$ cat config.mk
export PLATFORM = sky130hd
export DESIGN_NAME = rst_seq
export DESIGN_NICKNAME = d
export VERILOG_FILES = /design/src/rtl/rst_seq.sv
export SDC_FILE = /design/constraint.sdc
export NUM_CORES = 1
export LEC_CHECK = 0
export ABC_AREA = 0
export CAP_MARGIN = 20
export CORE_UTILIZATION = 36
export CTS_CLUSTER_DIAMETER = 60
export DETAILED_ROUTE_END_ITERATION = 10
export SLEW_MARGIN = 5
export SYNTH_ARGS = -nofsm -noshare
export SYNTH_HDL_FRONTEND = slang
export SYNTH_SLANG_ARGS = --single-unit
$ cat constraint.sdc
create_clock -name clk_i -period 3.1 [get_ports clk_i]
set_clock_uncertainty 0.15 [all_clocks]
set_input_delay 0.31 -clock clk_i [delete_from_list [all_inputs] [get_ports clk_i]]
set_output_delay 0.31 -clock clk_i [all_outputs]
set_load 0.05 [all_outputs]
$ cat src/rtl/rst_seq.sv
// Reset sequencer: merges power-on, debounced button and software reset requests,
// then releases NumOut active-low reset domains in a fixed staggered order.
module rst_seq #(
    parameter int unsigned NumOut         = 3,
    parameter int unsigned HoldCycles     = 200,
    parameter int unsigned StaggerCycles  = 16,
    parameter int unsigned DebounceCycles = 64
) (
    input  logic              clk_i,
    input  logic              rst_ni,
    input  logic              ext_rst_ni,
    input  logic              sw_rst_req_i,
    output logic [NumOut-1:0] rst_no,
    output logic              rst_done_o,
    output logic [1:0]        rst_cause_o
);

    localparam int unsigned DebW  = $clog2(DebounceCycles + 1);
    localparam int unsigned HoldW = $clog2(HoldCycles + 1);
    localparam int unsigned StagW = $clog2(StaggerCycles + 1);
    localparam int unsigned IdxW  = $clog2(NumOut + 1);

    localparam logic [DebW-1:0]  DebMax  = DebW'(DebounceCycles);
    localparam logic [HoldW-1:0] HoldMax = HoldW'(HoldCycles);
    localparam logic [StagW-1:0] StagMax = StagW'(StaggerCycles);
    localparam logic [IdxW-1:0]  IdxLast = IdxW'(NumOut - 1);

    localparam logic [1:0] CauseExt = 2'd1;
    localparam logic [1:0] CauseSw  = 2'd2;

    typedef enum logic [1:0] {
        StHold    = 2'd0,
        StRelease = 2'd1,
        StRun     = 2'd2
    } state_e;

    logic [1:0]        sync_q;
    logic              ext_sync;
    logic [DebW-1:0]   deb_cnt_q, deb_cnt_d;
    logic              ext_ok_q, ext_ok_d;

    state_e            state_q, state_d;
    logic [HoldW-1:0]  hold_q, hold_d;
    logic [StagW-1:0]  stag_q, stag_d;
    logic [IdxW-1:0]   idx_q, idx_d;
    logic [NumOut-1:0] rst_q, rst_d;
    logic              done_q, done_d;
    logic [1:0]        cause_q, cause_d;

    assign ext_sync = sync_q[1];

    // Two-flop synchroniser for the asynchronous reset button.
    always_ff @(posedge clk_i or negedge rst_ni) begin
        if (!rst_ni) begin
            sync_q <= 2'b00;
        end else begin
            sync_q <= {sync_q[0], ext_rst_ni};
        end
    end

    // Debounce: a low sample clears at once; release needs DebounceCycles high samples.
    always_comb begin
        deb_cnt_d = deb_cnt_q;
        ext_ok_d  = ext_ok_q;
        if (!ext_sync) begin
            deb_cnt_d = '0;
            ext_ok_d  = 1'b0;
        end else begin
            if (deb_cnt_q != DebMax) begin
                deb_cnt_d = deb_cnt_q + DebW'(1);
            end else begin
                deb_cnt_d = deb_cnt_q;
            end
            ext_ok_d = (deb_cnt_d == DebMax);
        end
    end

    // Debounce state registers.
    always_ff @(posedge clk_i or negedge rst_ni) begin
        if (!rst_ni) begin
            deb_cnt_q <= '0;
            ext_ok_q  <= 1'b0;
        end else begin
            deb_cnt_q <= deb_cnt_d;
            ext_ok_q  <= ext_ok_d;
        end
    end

    // Sequencer next-state and output logic.
    always_comb begin
        state_d = state_q;
        hold_d  = hold_q;
        stag_d  = stag_q;
        idx_d   = idx_q;
        rst_d   = rst_q;
        done_d  = done_q;
        cause_d = cause_q;

        case (state_q)
            StHold: begin
                rst_d  = '0;
                done_d = 1'b0;
                stag_d = '0;
                if (!ext_ok_q || !ext_sync) begin
                    hold_d = '0;
                end else begin
                    if (hold_q != HoldMax) begin
                        hold_d = hold_q + HoldW'(1);
                    end else begin
                        hold_d = hold_q;
                    end
                    if (hold_d == HoldMax) begin
                        rst_d[0] = 1'b1;
                        idx_d    = IdxW'(1);
                        if (NumOut == 1) begin
                            done_d  = 1'b1;
                            state_d = StRun;
                        end else begin
                            state_d = StRelease;
                        end
                    end else begin
                        state_d = StHold;
                    end
                end
            end

            StRelease: begin
                if (!ext_sync) begin
                    rst_d   = '0;
                    done_d  = 1'b0;
                    hold_d  = '0;
                    stag_d  = '0;
                    idx_d   = '0;
                    cause_d = CauseExt;
                    state_d = StHold;
                end else begin
                    if (stag_q != StagMax) begin
                        stag_d = stag_q + StagW'(1);
                    end else begin
                        stag_d = stag_q;
                    end
                    if (stag_d == StagMax) begin
                        stag_d = '0;
                        idx_d  = idx_q + IdxW'(1);
                        for (int i = 0; i < NumOut; i++) begin
                            if (idx_q == IdxW'(i)) begin
                                rst_d[i] = 1'b1;
                            end else begin
                                rst_d[i] = rst_q[i];
                            end
                        end
                        if (idx_q == IdxLast) begin
                            done_d  = 1'b1;
                            state_d = StRun;
                        end else begin
                            state_d = StRelease;
                        end
                    end else begin
                        state_d = StRelease;
                    end
                end
            end

            StRun: begin
                if (!ext_sync || sw_rst_req_i) begin
                    rst_d   = '0;
                    done_d  = 1'b0;
                    hold_d  = '0;
                    stag_d  = '0;
                    idx_d   = '0;
                    // The button takes priority when both arrive together.
                    cause_d = (!ext_sync) ? CauseExt : CauseSw;
                    state_d = StHold;
                end else begin
                    state_d = StRun;
                end
            end

            default: begin
                rst_d   = '0;
                done_d  = 1'b0;
                hold_d  = '0;
                stag_d  = '0;
                idx_d   = '0;
                state_d = StHold;
            end
        endcase
    end

    // Sequencer state and registered outputs.
    always_ff @(posedge clk_i or negedge rst_ni) begin
        if (!rst_ni) begin
            state_q <= StHold;
            hold_q  <= '0;
            stag_q  <= '0;
            idx_q   <= '0;
            rst_q   <= '0;
            done_q  <= 1'b0;
            cause_q <= 2'd0;
        end else begin
            state_q <= state_d;
            hold_q  <= hold_d;
            stag_q  <= stag_d;
            idx_q   <= idx_d;
            rst_q   <= rst_d;
            done_q  <= done_d;
            cause_q <= cause_d;
        end
    end

    assign rst_no      = rst_q;
    assign rst_done_o  = done_q;
    assign rst_cause_o = cause_q;

endmodule

==> summary.txt, run 1 <==
Finish
  – Ant. Diodes: 0
  – Final net count: 231
  – Commonest non-fill, non-tap cells in the layout: dfrtp_1 (32), o21ai_0 (16), nand3_1 (15), nand2_1 (15), inv_1 (14)
  – Area Overhead vs Synth: 10.3%
  – Most common cell after layout, fill and taps aside: dfrtp_1
  – Fraction of layout cells with a size suffix above 1: 8.22%

Clock tree
  – H-tree depth: 2
  – Clock latency on the worst-skew pair: 0.28 ns
  – Num CTS Buffers: 5
  – Clock slew at reported path FFs: 0.07 ns
  – Cts hold-fix bufs: 0
  – CTS sink count: 32
  – Max Root-Sink Buffers: 2
  – Setup Buffers After CTS: 0
  – Root buffer cell: clkbuf_8
  – CTS tree: done
  – Cts repair resizes: 0

Critical path
  – Worst-path fanout max: 4
  – Kind of critical path: reg -> reg
  – Required @ worst endpoint: 3.16 ns
  – Crit path DAT: 2.44 ns
  – Slowest stage delay, CP: 0.58 ns
  – Buf/Inv on CP: 1
  – Critical Path Start Type: flop
  – Slowest CP cell: or4_4
  – CP top delay family: simple AND/OR/NAND/NOR gates
  – Crit. End Element: flop
  – Cell Chain, Critical Path: inv_1 > ha_1 > and4bb_2 > nor2_1 > or4_4 > a211o_1 > a2bb2oi_2

Power and ir drop
  – Total power: 0.785 mW
  – Net Sw Frac: 21.7%
  – Psw: 0.170 mW
  – Power Density: 352 nW/um^2
  – Clock share of power: 42.2%
  – Seq pwr share: 54.6%
  – Max VDD drop: 0.186 mV
  – Logic pwr share: 3.3%
  – Cell-internal power: 0.614 mW
  – Total leakage power: 0.926 nW

STA
  – Highest clock rate: 0.420 GHz
  – RSZ-0062 raised after global routing: no
  – Worst rel slew slack: 45.2%
  – Setup TNS: 0 ns
  – Period utilisation layout: 76.9%
  – Endpoints failing setup: 0
  – Fin. Hold Viols: 0
  – Slew @ Worst Pin: 0.812 ns
  – Tmin final: 2.38 ns
  – Max Slew Vio Count: 0

Flow run
  – Max-Cap Viols: 0

Yosys
  – Most used DFF post-synth: dfrtp_1
  – Netlist Area Pre-Place: 2020 sq um
  – Syn_nets: 229
  – Yosys reg bits: 32
  – Synth Instances: 216
  – Post-synth EDFFs: 0
  – Syn. warnings: 0
  – Synth unique cells: 52
  – Ys async rst share: 100%
  – Syn_area_per_cell: 9.36 sq um
  – Register area share after synthesis: 39.6%

Route
  – ANT nets after route: 0
  – DRT iter0 DRCs: 122
  – # DRC: 0
  – Wire length per cell: 13.9 um
  – Vias/cell: 5.48
  – Vias: 1,583
  – First-pass iteration count of the detailed router: 4
  – Post-Route WL: 4020 um

Global route
  – Largest net degree at the start of global routing: 33
  – Vias in the first global route: 1,553
  – Aggregate global routing overflow: 0
  – Global-route wire length before repair: 7250 um
  – Initial antenna violation count: 0
  – Gr usage total: 15.3%

Floorplan
  – Die area: 5920 sq um
  – Die W: 76.9 um
  – I/O pin count: 10
  – Core Rows: 26
  – Placeable Area: 5270 sq um
  – Starting Density: 38.3%
  – Die Ht: 76.9 um

Outcome
  – Outcome: complete, no violations

Placed design
  – Number of I/O port buffers: 9
  – Final Wtd Congestion: 0.792
  – DPL Wire Length: 2780 um

Worst hold path
  – Hold/Removal Path Class: reg -> reg
## layout make-up
cell class	count	area, sq um
inverters	14	52.6
well taps	70	87.6
multi-input cells	154	1090
fillers	539	3040
repair buffers	11	105
clock buffers	8	90.1
flip-flops and latches	32	801
## per-stage QoR
step                      util (%)  cells  hold WS [ns]  area (sq um)  setup WS, ns
after floorplan                  -    216        -0.136          2020         0.890
after global placement        40.6    281         0.184          2140         0.738
after detailed placement      40.6    281         0.187          2140         0.713
after CTS                     42.3    289         0.202          2230         0.703
after global routing          42.3    289         0.215          2230         0.597
final                         42.3    289         0.200          2230         0.717
## power groups by stage
stage                     Sequential (mW)  Combinational (mW)  Clock (mW)
final                               0.428              0.0258       0.331
after CTS                           0.428              0.0273       0.344
after global placement              0.436              0.0260           0
after detailed placement            0.436              0.0271           0
after floorplan                     0.433              0.0116           0
after global routing                0.429              0.0300       0.359
## final timing paths
path                                       startpoint                     to  slack [ns]  cells past startpoint
worst max-delay path            stag_q[0]$_DFFE_PN0N_   idx_q[0]$_DFFE_PN0P_        0.72                      7
worst min-delay path              sync_q[0]$_DFF_PN0_    sync_q[1]$_DFF_PN0_        0.20                      0
worst max register to register  stag_q[0]$_DFFE_PN0N_   idx_q[0]$_DFFE_PN0P_        0.72                      7
worst min register to register    sync_q[0]$_DFF_PN0_    sync_q[1]$_DFF_PN0_        0.20                      0
max in group asynchronous                      rst_ni  hold_q[4]$_DFFE_PN0P_        2.22                      2
min in group asynchronous                      rst_ni  stag_q[1]$_DFFE_PN0N_        0.27                      2
## routing by layer
layer / vias up / track usage (%) / share of wire, %
met2: 13 / 23.5 / 46
met5: - / 0 / 0
li1: 794 / - / -
met1: 771 / 20.5 / 50
met3: 5 / 3.57 / 2.7
met4: 0 / 6.15 / 1.1
## flip-flops by register name (all words and copies together) (netlist names)
name / flops
hold_q: 8
state_q: 2
sync_q: 2
stag_q: 5
idx_q: 2
ext_ok_q: 1
rst_cause_o: 2
deb_cnt_q: 7
rst_no: 3
## cells in the mapped netlist (all sizes together) (2+ instances only)
library cell | n | area, sq um
a31oi | 2 | 12.5
or4 | 2 | 18.8
xnor2 | 4 | 35.0
inv | 14 | 52.6
o211ai | 2 | 15.0
and2 | 3 | 18.8
a21boi | 5 | 37.5
and4bb | 3 | 37.5
buf | 4 | 28.8
dfrtp | 32 | 801
o311ai | 2 | 17.5
nand4bb | 2 | 38.8
nor2 | 7 | 26.3
clkbuf | 12 | 45.0
nand3 | 15 | 75.1
a31o | 2 | 17.5
o21ai | 16 | 80.1
a21oi | 8 | 40.0
nand4 | 4 | 25.0
o31ai | 4 | 30.0
ha | 9 | 113
nand2 | 15 | 56.3
nor2b | 4 | 25.0
xor2 | 7 | 61.3
and3 | 7 | 43.8
nand3b | 2 | 15.0
and3b | 2 | 17.5
o41ai | 2 | 17.5
a211o | 2 | 17.5
nor3 | 3 | 15.0
a32o | 2 | 20.0
a211oi | 3 | 22.5
## cells by family after synthesis
group | Yosys count | share of synthesized area [%]
flops | 32 | 39.6
xor+xnor | 11 | 4.77
simple gates | 76 | 23.7
compound gates | 58 | 20.1
fa+ha+maj | 9 | 5.57
buf+inv | 30 | 6.25
(Power assumes the default switching activity.)
==> run 2, diff against run 1 <==
==> constraint.sdc (replaced) <==
create_clock -name clk_i -period 2 [get_ports clk_i]
set_clock_uncertainty 0.15 [all_clocks]
set_input_delay 0.2 -clock clk_i [delete_from_list [all_inputs] [get_ports clk_i]]
set_output_delay 0.2 -clock clk_i [all_outputs]
set_load 0.05 [all_outputs]
==> summary.txt, run 2 (synthesis gave the netlist of run 1 again) <==
Floorplan
  – Die W: 76.9 um (unchanged)
  – Core Rows: 26 (unchanged)
  – I/O pin count: 10 (unchanged)
  – Starting Density: 38.3% (unchanged)
  – Die Ht: 76.9 um (unchanged)
  – Die area: 5920 sq um (unchanged)
  – Placeable Area: 5270 sq um (unchanged)

Route
  – Post-Route WL: 4550 um (+13%)
  – Top sig layer: met4
  – Vias: 1,761 (+11%)
  – Met3 wire len: 143 um (+32%)
  – DRT iter0 DRCs: 102 (-16%)
  – ANT nets after route: 0 (unchanged)
  – Met2 WL: 2090 um (+12%)
  – M1 WL: 2240 um (+12%)
  – Wire length per cell: 13.9 um (about the same)
  – # DRC: 0 (unchanged)
  – First-pass iteration count of the detailed router: 4 (unchanged)
  – Vias/cell: 5.39 (-1.7%)

Clock tree
  – CTS tree: done
  – Clock slew at reported path FFs: 0.07 ns (about the same)
  – Max Root-Sink Buffers: 2 (unchanged)
  – Num CTS Buffers: 5 (unchanged)
  – CTS sink count: 32 (unchanged)
  – Root buffer cell: clkbuf_8
  – Cts hold-fix bufs: 0 (unchanged)
  – Clock latency on the worst-skew pair: 0.28 ns (about the same)
  – H-tree depth: 2 (unchanged)

Finish
  – Largest regs: hold_q: 8 flops, deb_cnt_q: 7 flops, stag_q: 5 flops
  – Max reg flops: 8 (unchanged)
  – Most common cell after layout, fill and taps aside: buf_4
  – Fraction of layout cells with a size suffix above 1: 27.6% (+19 points)
  – Largest reg by FF count: hold_q
  – Ant. Diodes: 0 (unchanged)
  – Post-route cell area: 2590 sq um (+16%)
  – Final std cells w/o fill: 327 (+13%)
  – Commonest non-fill, non-tap cells in the layout: buf_4 (40), dfrtp_1 (30), nand2_1 (15), o21ai_0 (15), nand3_1 (14)
  – Area Overhead vs Synth: 28.2%
  – Final net count: 269 (+16%)

Worst hold path
  – Hold/Removal Path Class: in -> async

Global route
  – Gr usage total: 17.2% (+1.9 points)
  – Aggregate global routing overflow: 0 (unchanged)
  – Largest net degree at the start of global routing: 33 (unchanged)
  – Initial antenna violation count: 0 (unchanged)
  – Vias in the first global route: 1,743 (+12%)
  – Global-route wire length before repair: 8160 um (+13%)

Placed design
  – Placed Area: 2400 sq um (+12%)
  – Final Wtd Congestion: 0.832 (+5.0%)
  – DPL Wire Length: 3220 um (+16%)
  – Placed Instances: 314 (+12%)
  – Number of I/O port buffers: 9 (unchanged)

Power and ir drop
  – Power Density: 471 nW/um^2 (+34%)
  – Max VDD drop: 0.318 mV (+71%)
  – Psw: 0.267 mW (+56%)
  – Seq pwr share: 54.0% (-0.6 points)
  – Cell-internal power: 0.954 mW (+55%)
  – Total leakage power: 1.12 nW (+21%)
  – Clock share of power: 42.1% (about the same)
  – Logic pwr share: 3.8% (+0.5 points)
  – Net Sw Frac: 21.8% (+0.11 points)

STA
  – Worst hold slack: 0.164 ns (-0.0358 ns)
  – Tmin final: 2.14 ns (-0.244 ns)
  – Setup TNS: -0.325 ns (-0.325 ns)
  – RSZ-0062 raised after global routing: yes
  – Worst rel slew slack: 67.4% (+22 points)
  – Endpoints failing setup: 5 (+5)
  – Slew @ Worst Pin: 0.488 ns (-0.324 ns)
  – Period utilisation layout: 107% (+30 points)
  – Fin. Hold Viols: 0 (unchanged)
  – Max Slew Vio Count: 0 (unchanged)
  – Worst setup margin: -0.140 ns (-0.856 ns)
  – Highest clock rate: 0.467 GHz (+11%)

Outcome
  – Failing checks: negative setup slack
  – Outcome: complete, but fails checks

Critical path
  – Kind of critical path: reg -> reg
  – Worst-path fanout max: 4 (unchanged)
  – Critical Path Start Type: flop
  – Crit path DAT: 2.21 ns (-0.23 ns)
  – Required @ worst endpoint: 2.07 ns (-1.09 ns)
  – Crit. End Element: flop

Flow run
  – Max-Cap Viols: 0 (unchanged)
-- run 2: cell types whose count changed in the layout (fill, tap and decap cells not counted), moves of 3 or more --
cell   before  now
buf_4       2   40
ha_1        9    6
inv_1      14   11
inv_2       0    3
-- run 2: final cells by class --
type | instances | area (sq um)
multi-input cells | 154 | 1170
flip-flops and latches | 32 | 803
repair buffers | 49 | 390
clock buffers | 8 | 90.1
inverters | 14 | 52.6
fillers | 512 | 2680
well taps | 70 | 87.6
-- run 2: path summary, 6_finish.rpt --
check | startpoint | endpoint | slack, ns | cells after the start
setup / recovery | stag_q[1]$_DFFE_PN0N_ | idx_q[0]$_DFFE_PN0P_ | -0.14 | 7
hold / removal | rst_ni | hold_q[6]$_DFFE_PN0P_ | 0.16 | 2
setup reg to reg | stag_q[1]$_DFFE_PN0N_ | idx_q[0]$_DFFE_PN0P_ | -0.14 | 7
hold reg to reg | sync_q[0]$_DFF_PN0_ | sync_q[1]$_DFF_PN0_ | 0.20 | 0
max in group asynchronous | rst_ni | hold_q[0]$_DFFE_PN0P_ | 1.19 | 2
min in group clk_i | sync_q[0]$_DFF_PN0_ | sync_q[1]$_DFF_PN0_ | 0.20 | 0
-- run 2: layer usage --
metal  track usage, %  up-vias
li1                 -      868
met1             22.1      859
met2             28.0       27
met3             3.57        7
met4             6.35        0
met5                0        -
-- run 2: worst max-delay path: stages, from the launching register on --
cell       delay (ns)
dfrtp_1          0.41
inv_2            0.09
ha_4             0.16
and4bb_2         0.25
nor2_1           0.06
or4_4            0.55
a211o_1          0.28
a2bb2oi_2        0.12
-- run 2: repair_timing --
action,4_1_cts,5_1_grt
endpoints found under the hold margin,0,0
gates cloned,0,0
pin swaps,5,8
setup buffers,4,2
setup endpoints to repair,5,7
gates resized for setup,6,11
-- run 2: metrics by stage --
stage / util (%) / setup slack [ns] / total power, mW
after floorplan: - / -0.0895 / 0.690
after global placement: 45.6 / -0.135 / 0.719
after detailed placement: 45.6 / -0.214 / 0.721
after CTS: 48.1 / -0.133 / 1.25
after global routing: 49.2 / -0.220 / 1.28
final: 49.2 / -0.140 / 1.22
-- run 2: power by group through the flow --
stage,Sequential [mW],Clock (mW),Combinational (mW)
finish,0.660,0.514,0.0468
CTS,0.660,0.537,0.0492
floorplan,0.672,0,0.0180
global route,0.660,0.564,0.0545
global placement,0.672,0,0.0475
detailed placement,0.672,0,0.0488
